`src/rtl/bk_port_pkg.sv`:
```
// Shared bit layout, constants and types for the BK 177714 mouse/joystick port.
package bk_port_pkg;

  // Bit positions in the 16-bit word read from 177714 in mouse mode.
  localparam int UP    = 0;
  localparam int RIGHT = 1;
  localparam int DOWN  = 2;
  localparam int LEFT  = 3;
  localparam int BTN_L = 5;
  localparam int BTN_R = 6;
  // Enable bit position in the CPU write word.
  localparam int ENA   = 3;

  localparam int ACCEL_THRESH = 16;
  localparam int ACC_W_DEF    = 10;

  typedef logic signed [ACC_W_DEF-1:0] acc_t;
  typedef logic signed [8:0]           delta_t;

  // hps_io carries each 9-bit delta as a separate sign bit plus a low byte.
  function automatic delta_t pkt_delta(input logic sign, input logic [7:0] mag);
    return {sign, mag};
  endfunction

  function automatic logic accel_hit(input delta_t d);
    return (d >= ACCEL_THRESH) || (d <= -ACCEL_THRESH);
  endfunction

endpackage

```
`src/rtl/mouse_axis.sv`:
```
// One motion axis: saturating accumulator, optional acceleration (MOUSE_ACCEL_EN)
// and the step engine that turns accumulated motion into pos/neg direction bits.
module mouse_axis
  import bk_port_pkg::*;
#(
  parameter int STEP_THRESH = 4,
  parameter int ACC_W       = ACC_W_DEF
) (
  input  logic              clk_sys,
  input  logic              reset,
  input  logic signed [8:0] delta,
  input  logic              delta_vld,
  input  logic              enable,
  input  logic              clr_acc,
  input  logic              clr_dir,
  output logic              pos,
  output logic              neg
);

  // Wide enough for acc +/- a step plus a doubled delta without overflow.
  localparam int SUM_W = ((ACC_W > 11) ? ACC_W : 11) + 2;
  typedef logic signed [SUM_W-1:0] sum_t;

  localparam sum_t ACC_MAX = sum_t'((2 ** (ACC_W - 1)) - 1);
  localparam sum_t THRESH  = sum_t'(STEP_THRESH);

  logic signed [ACC_W-1:0] acc;
  logic signed [ACC_W-1:0] acc_nxt;
  sum_t acc_w;
  sum_t delta_w;
  sum_t delta_s;
  sum_t sum;
  logic idle;
  logic step_pos;
  logic step_neg;

  function automatic sum_t clamp(input sum_t v);
    if (v > ACC_MAX) return ACC_MAX;
    if (v < -ACC_MAX) return -ACC_MAX;
    return v;
  endfunction

  assign acc_w   = {{(SUM_W-ACC_W){acc[ACC_W-1]}}, acc};
  assign delta_w = {{(SUM_W-9){delta[8]}}, delta};

  // NOTE: every signal written here gets a value on every path, so no latch is inferred.
  always_comb begin
`ifdef MOUSE_ACCEL_EN
    delta_s = accel_hit(delta) ? clamp(delta_w <<< 1) : clamp(delta_w);
`else
    delta_s = clamp(delta_w);
`endif
    idle     = enable & ~clr_dir & ~pos & ~neg;
    step_pos = idle && (acc_w >= THRESH);
    step_neg = idle && (acc_w <= -THRESH);
    sum      = acc_w;
    if (step_pos) sum = sum - THRESH;
    if (step_neg) sum = sum + THRESH;
    if (delta_vld && enable) sum = sum + delta_s;
    acc_nxt  = clr_acc ? '0 : ACC_W'(clamp(sum));
  end

  // NOTE: non-blocking updates so the step engine and accumulator both see the pre-edge acc.
  always_ff @(posedge clk_sys) begin
    if (reset) begin
      acc <= '0;
      pos <= 1'b0;
      neg <= 1'b0;
    end else begin
      acc <= acc_nxt;
      pos <= ~clr_dir & (pos | step_pos);
      neg <= ~clr_dir & (neg | step_neg);
    end
  end

endmodule

```
`src/rtl/mouse_port.sv`:
```
// Register 177714: merges joystick and PS/2 mouse into the CPU read word and
// decodes enable/acknowledge writes. Optional MOUSE_ACCEL_EN doubles large deltas.
module mouse_port
  import bk_port_pkg::*;
#(
  parameter int STEP_THRESH = 4,
  parameter int ACC_W       = ACC_W_DEF
) (
  input  logic        clk_sys,
  input  logic        reset,
  input  logic [24:0] ps2_mouse,
  input  logic [15:0] joystick,
  input  logic        port_sel,
  input  logic        bus_stb,
  input  logic        bus_we,
  input  logic [1:0]  bus_wtbt,
  input  logic [15:0] bus_din,
  output logic [15:0] bus_dout
);

  logic       tog_q;
  logic       wr_q;
  logic       enable;
  logic       mode;
  logic [1:0] btn;
  logic       new_pkt;
  logic       wr;
  logic       wr_rise;
  logic       enable_eff;
  logic       up, right, down, left;
  logic [6:0] state;
  logic       unused_bits;

  assign new_pkt = ps2_mouse[24] ^ tog_q;
  assign wr      = port_sel & bus_stb & bus_we & bus_wtbt[0];
  assign wr_rise = wr & ~wr_q;
  // A packet arriving with the enabling write is already accumulated.
  assign enable_eff = wr_rise ? bus_din[ENA] : enable;

  always_ff @(posedge clk_sys) begin
    if (reset) begin
      tog_q  <= ps2_mouse[24];
      wr_q   <= 1'b0;
      enable <= 1'b0;
      mode   <= 1'b0;
      btn    <= 2'b00;
    end else begin
      tog_q  <= ps2_mouse[24];
      wr_q   <= wr;
      enable <= enable_eff;
      if (new_pkt) begin
        btn  <= ps2_mouse[1:0];
        mode <= 1'b1;
      end else if (|joystick) begin
        mode <= 1'b0;
      end
    end
  end

  mouse_axis #(.STEP_THRESH(STEP_THRESH), .ACC_W(ACC_W)) u_axis_x (
    .clk_sys   (clk_sys),
    .reset     (reset),
    .delta     (pkt_delta(ps2_mouse[4], ps2_mouse[15:8])),
    .delta_vld (new_pkt),
    .enable    (enable_eff),
    .clr_acc   (wr_rise & ~bus_din[ENA]),
    .clr_dir   (wr_rise),
    .pos       (right),
    .neg       (left)
  );

  mouse_axis #(.STEP_THRESH(STEP_THRESH), .ACC_W(ACC_W)) u_axis_y (
    .clk_sys   (clk_sys),
    .reset     (reset),
    .delta     (pkt_delta(ps2_mouse[5], ps2_mouse[23:16])),
    .delta_vld (new_pkt),
    .enable    (enable_eff),
    .clr_acc   (wr_rise & ~bus_din[ENA]),
    .clr_dir   (wr_rise),
    .pos       (up),
    .neg       (down)
  );

  always_comb begin
    state        = '0;
    state[UP]    = up;
    state[RIGHT] = right;
    state[DOWN]  = down;
    state[LEFT]  = left;
    state[BTN_L] = btn[0];
    state[BTN_R] = btn[1];
  end

  always_comb begin
    bus_dout = '0;
    if (port_sel) bus_dout = mode ? {9'd0, state} : joystick;
  end

  assign unused_bits = ^{bus_din[15:4], bus_din[2:0], bus_wtbt[1],
                         ps2_mouse[7:6], ps2_mouse[3:2]};

endmodule

```
`config.mk`:
```
export PLATFORM = sky130hd
export DESIGN_NAME = mouse_port
export DESIGN_NICKNAME = d
export VERILOG_FILES = /design/src/rtl/bk_port_pkg.sv /design/src/rtl/mouse_axis.sv /design/src/rtl/mouse_port.sv
export SDC_FILE = /design/constraint.sdc
export NUM_CORES = 1
export LEC_CHECK = 0
export ABC_CLOCK_PERIOD_IN_PS = 6100
export BUFFER_PORTS_ARGS = -buffer_cell sky130_fd_sc_hd__buf_2
export CORE_MARGIN = 5
export CORE_UTILIZATION = 57
export CTS_CLUSTER_SIZE = 12
export DETAILED_ROUTE_END_ITERATION = 8
export PLACE_DENSITY = 0.89
export SLEW_MARGIN = 20
export SYNTH_ARGS = -nofsm -noshare
export SYNTH_HDL_FRONTEND = slang
export SYNTH_SLANG_ARGS = --single-unit
```
`constraint.sdc`:
```
create_clock -name clk_sys -period 6.1 [get_ports clk_sys]
set_clock_uncertainty 0.15 [all_clocks]
set_input_delay 0.61 -clock clk_sys [delete_from_list [all_inputs] [get_ports clk_sys]]
set_output_delay 0.61 -clock clk_sys [all_outputs]
set_load 0.01 [all_outputs]
```
==> run_results.csv <==
group,metric,value,unit
setup_path,timing.rr.start,"u_axis_x.acc[3]",
power_and_ir_drop,vdd_drop_max,0.123,mV
die,rows,30,
finish,insertedDiodeCount,0,
setup_path,crit_fanout,7,
power_and_ir_drop,p_int,754,uW
finish,finalNetCount,672,
route,via_per_inst,6.42,
logic_synthesis,synth_cell_types,76,
clocking,cts_resized,0,
route,wire_per_inst,16.8,um
placed_design,place.gp.congestion,0.930,
logic_synthesis,synth_xor_xnor_area_share,8.70,%
route,wl_met1,4.77,mm
power_and_ir_drop,power_switching,728,uW
status,status,"finished clean",
route,drt_wl_total,11.3,mm
logic_synthesis,synth_adder_area_share,10.9,%
route,met2_wirelength,5.26,mm
die,initial_core_util,58.9,%
setup_path,r2r_cells,21,
clocking,cts_made_buffers,5,
global_route,grt_start_max_net_pins,32,
route,drc,0,
logic_synthesis,synthCells,529,
logic_synthesis,synth-seq-cells,30,
setup_path,cp_data_arrival_time,5.76,ns
clocking,postCtsSetupRepairBufs,0,
logic_synthesis,synth_top_area_share,15.0,%
finish,register_area,601,um2
die,coreArea,6790,um2
die,dieArea,8790,um2
placed_design,portBuffers,59,
logic_synthesis,synth_fp_nets,625,
finish,nFillCells,571,
die,die_width,93.8,um
timing,slew_viol_final,0,
power_and_ir_drop,p_per_area,332,nW/um2
placed_design,numPlacedInstances,665,
finish,final_cells,673,
run,cap_violations,0,
setup_path,critPathRequiredTime,6.11,ns
finish,final_cell_mix,"buf_2, nor2_1, a21oi_1, nand2_1",
logic_synthesis,yosysSeqAreaShare,15.0,%
route,highest_layer,"met4",
power_and_ir_drop,p_clk_share,13.2,%
route,wl_met3,1.04,mm
timing,slew_headroom,48.6,%
power_and_ir_drop,power.leakage,1.87,nW
logic_synthesis,ys.flop_type,"dfxtp_1",
finish,final_common_cell,"buf_2",
logic_synthesis,avgSynthCellArea,7.56,um2
power_and_ir_drop,seqPwrFrac,23.0,%
setup_path,ff2ff_setup_slack,0.35,ns
timing,post-route-period-util,94.3,%
timing,finalSetupTns,0,ns
placed_design,hpwl,8.91,mm
logic_synthesis,synth_compound_area_share,29.3,%
setup_path,reg2reg_to,"u_axis_x.acc[0]",
setup_path,end_kind,"flop",
clocking,clock_latency,0.30,ns
route,ant_nets,0,
timing,fin_crit,5.75,ns
timing,clock.fmax,174,MHz
timing,hold_viol,0,
timing,setup_violations,0,
setup_path,crit_path_start_kind,"flop",
logic_synthesis,synth_warnings,0,
clocking,clk_pin_slew,0.07,ns
finish,drive_gt1_share,17.2,%
clocking,tritoncts,"built",
global_route,grtUsageTotal,25.3,%
logic_synthesis,synth_largest_area_cell,"dfxtp_1",
timing,worst_pin_slew,0.765,ns
logic_synthesis,synth_area_leaders,"dfxtp_1, ha_1, nor2_1",
route,drt-pass1-iter-count,5,
global_route,antenna_found_initial,0,
clocking,clockBufferDepth,2,
logic_synthesis,synth_edf_count,0,
global_route,grt_pass1_vias,3937,
logic_synthesis,yosys.area_share.simple,27.6,%
finish,multi_input_area,3250,um2
power_and_ir_drop,power_frac_comb,63.8,%
logic_synthesis,synthesis.area,4000,um2
power_and_ir_drop,switching_share,49.1,%
die,io_pins,80,
global_route,grt_pass1_wl,18.3,mm
route,drtIter0Drc,291,
setup_path,crit_type,"flop to flop",
clocking,cts_root_buf,"clkbuf_8",
clocking,cts_hold_buf,0,
min_path,worstHoldStart,"ps2_mouse[24]",
min_path,hold_class,"input port to flop",
clocking,cts_max_level,2,
min_path,whs_path_depth,1,
finish,area_growth,11.7,%
logic_synthesis,muxShareOfSynthArea,4.35,%
timing,rsz0062_at_grt,"no",
min_path,min_to,"tog_q",
logic_synthesis,synth_top_family_by_area,"compound AO/OA/AOI/OAI gates",
logic_synthesis,synthArstFlopShare,0,%
global_route,grt_overflow,0,
route,num_vias,4324,
die,fp.dieH,93.8,um
clocking,cts_sinks,30,
==> cells in the mapped netlist, drive strengths merged, types with 4 or more instances <==
| master | instances |
|---|---|
| a21boi | 4 |
| o211ai | 9 |
| and3 | 4 |
| a31oi | 7 |
| buf | 5 |
| nor3 | 21 |
| inv | 19 |
| clkbuf | 17 |
| or2 | 7 |
| o21bai | 5 |
| nor2b | 10 |
| nor4 | 19 |
| or4 | 8 |
| a21oi | 40 |
| mux2i | 14 |
| nand2b | 5 |
| a22oi | 4 |
| or3 | 9 |
| xor2 | 13 |
| nand2 | 34 |
| nand3 | 13 |
| nand4 | 5 |
| o221ai | 4 |
| ha | 30 |
| o21ai | 24 |
| a21o | 7 |
| o21a | 11 |
| nor2 | 56 |
| o2111ai | 7 |
| dfxtp | 30 |
| and2 | 11 |
| xnor2 | 25 |
| a211oi | 6 |
==> layer usage <==
| layer | up-vias | track usage [%] |
|---|---|---|
| li1 | 2094 | - |
| met1 | 1984 | 33.1 |
| met2 | 216 | 43.3 |
| met3 | 30 | 4.65 |
| met4 | 0 | 5.42 |
| met5 | - | 0 |
==> state kept, by name, summed over array words and instances, names as in the netlist <==
register	cells
tog_q	1
u_axis_x.neg	1
u_axis_y.pos	1
mode	1
u_axis_x.pos	1
u_axis_x.acc	10
btn	2
enable	1
u_axis_y.neg	1
wr_q	1
u_axis_y.acc	10
==> cells by family (layout without fill, tap and decap cells) <==
group | Yosys count | count (layout)
AO/OA/AOI/OAI | 158 | 158
XOR/XNOR | 38 | 38
adder cells (fa/ha/maj) | 34 | 34
buffers and inverters | 41 | 89
flip-flops | 30 | 30
multiplexers | 17 | 17
AND/OR/NAND/NOR | 211 | 211
==> worst max path at each step <==
| stage | start | to | cells after the start |
|---|---|---|---|
| after floorplan | bus_wtbt[0] | u_axis_x.acc[0] | 21 |
| after global placement | port_sel | u_axis_y.acc[3] | 18 |
| after detailed placement | port_sel | u_axis_y.acc[2] | 18 |
| after CTS | u_axis_x.acc[6] | u_axis_x.acc[1] | 18 |
| after global routing | u_axis_x.acc[3] | u_axis_x.acc[1] | 21 |
| final | u_axis_x.acc[3] | u_axis_x.acc[0] | 21 |
==> through the flow <==
stage	power, mW	worst slack [ns]	instance area (um2)	hold WS [ns]	utilization (%)
finish	1.48	0.349	4470	0.297	65.7
CTS	1.46	0.413	4460	0.299	65.6
global placement	1.21	0.628	4350	0.329	64.0
global route	1.59	0.0507	4470	0.299	65.7
floorplan	1.06	1.14	4000	0.310	-
detailed placement	1.26	0.442	4350	0.352	64.0
==> final cells by class <==
cell class / instances / area share (%)
clock buffers: 8 / 2.46
inverters: 19 / 1.60
flip-flops and latches: 30 / 13.4
well taps: 96 / 2.69
multi-input cells: 458 / 72.7
repair buffers: 62 / 7.11
==> power by group through the flow <==
stage,Sequential [mW],Clock (mW),Combinational (mW)
6_report,0.341,0.195,0.945
5_1_grt,0.347,0.204,1.04
4_1_cts,0.335,0.194,0.932
3_5_place_dp,0.339,0,0.920
3_3_place_gp,0.335,0,0.880
2_1_floorplan,0.286,0,0.771
==> critical path, cell delays in order, from the launching register on <==
cell and delay, ns:
dfxtp_1 0.45, inv_1 0.11, ha_1 0.18, nor3b_2 0.19, nor4_2 0.54, nor2_1 0.19
a21boi_0 0.32, ha_1 0.23, nand3_1 0.09, or4_1 0.56, mux2i_1 0.22, xor2_1 0.25
ha_1 0.31, o21ai_0 0.14, o21a_1 0.20, nor2_1 0.07, maj3_1 0.37, xnor2_1 0.24
o211ai_1 0.18, a311oi_4 0.35, or2_1 0.17, a41oi_2 0.10
Note: power is estimated with default switching activity, not from simulation.
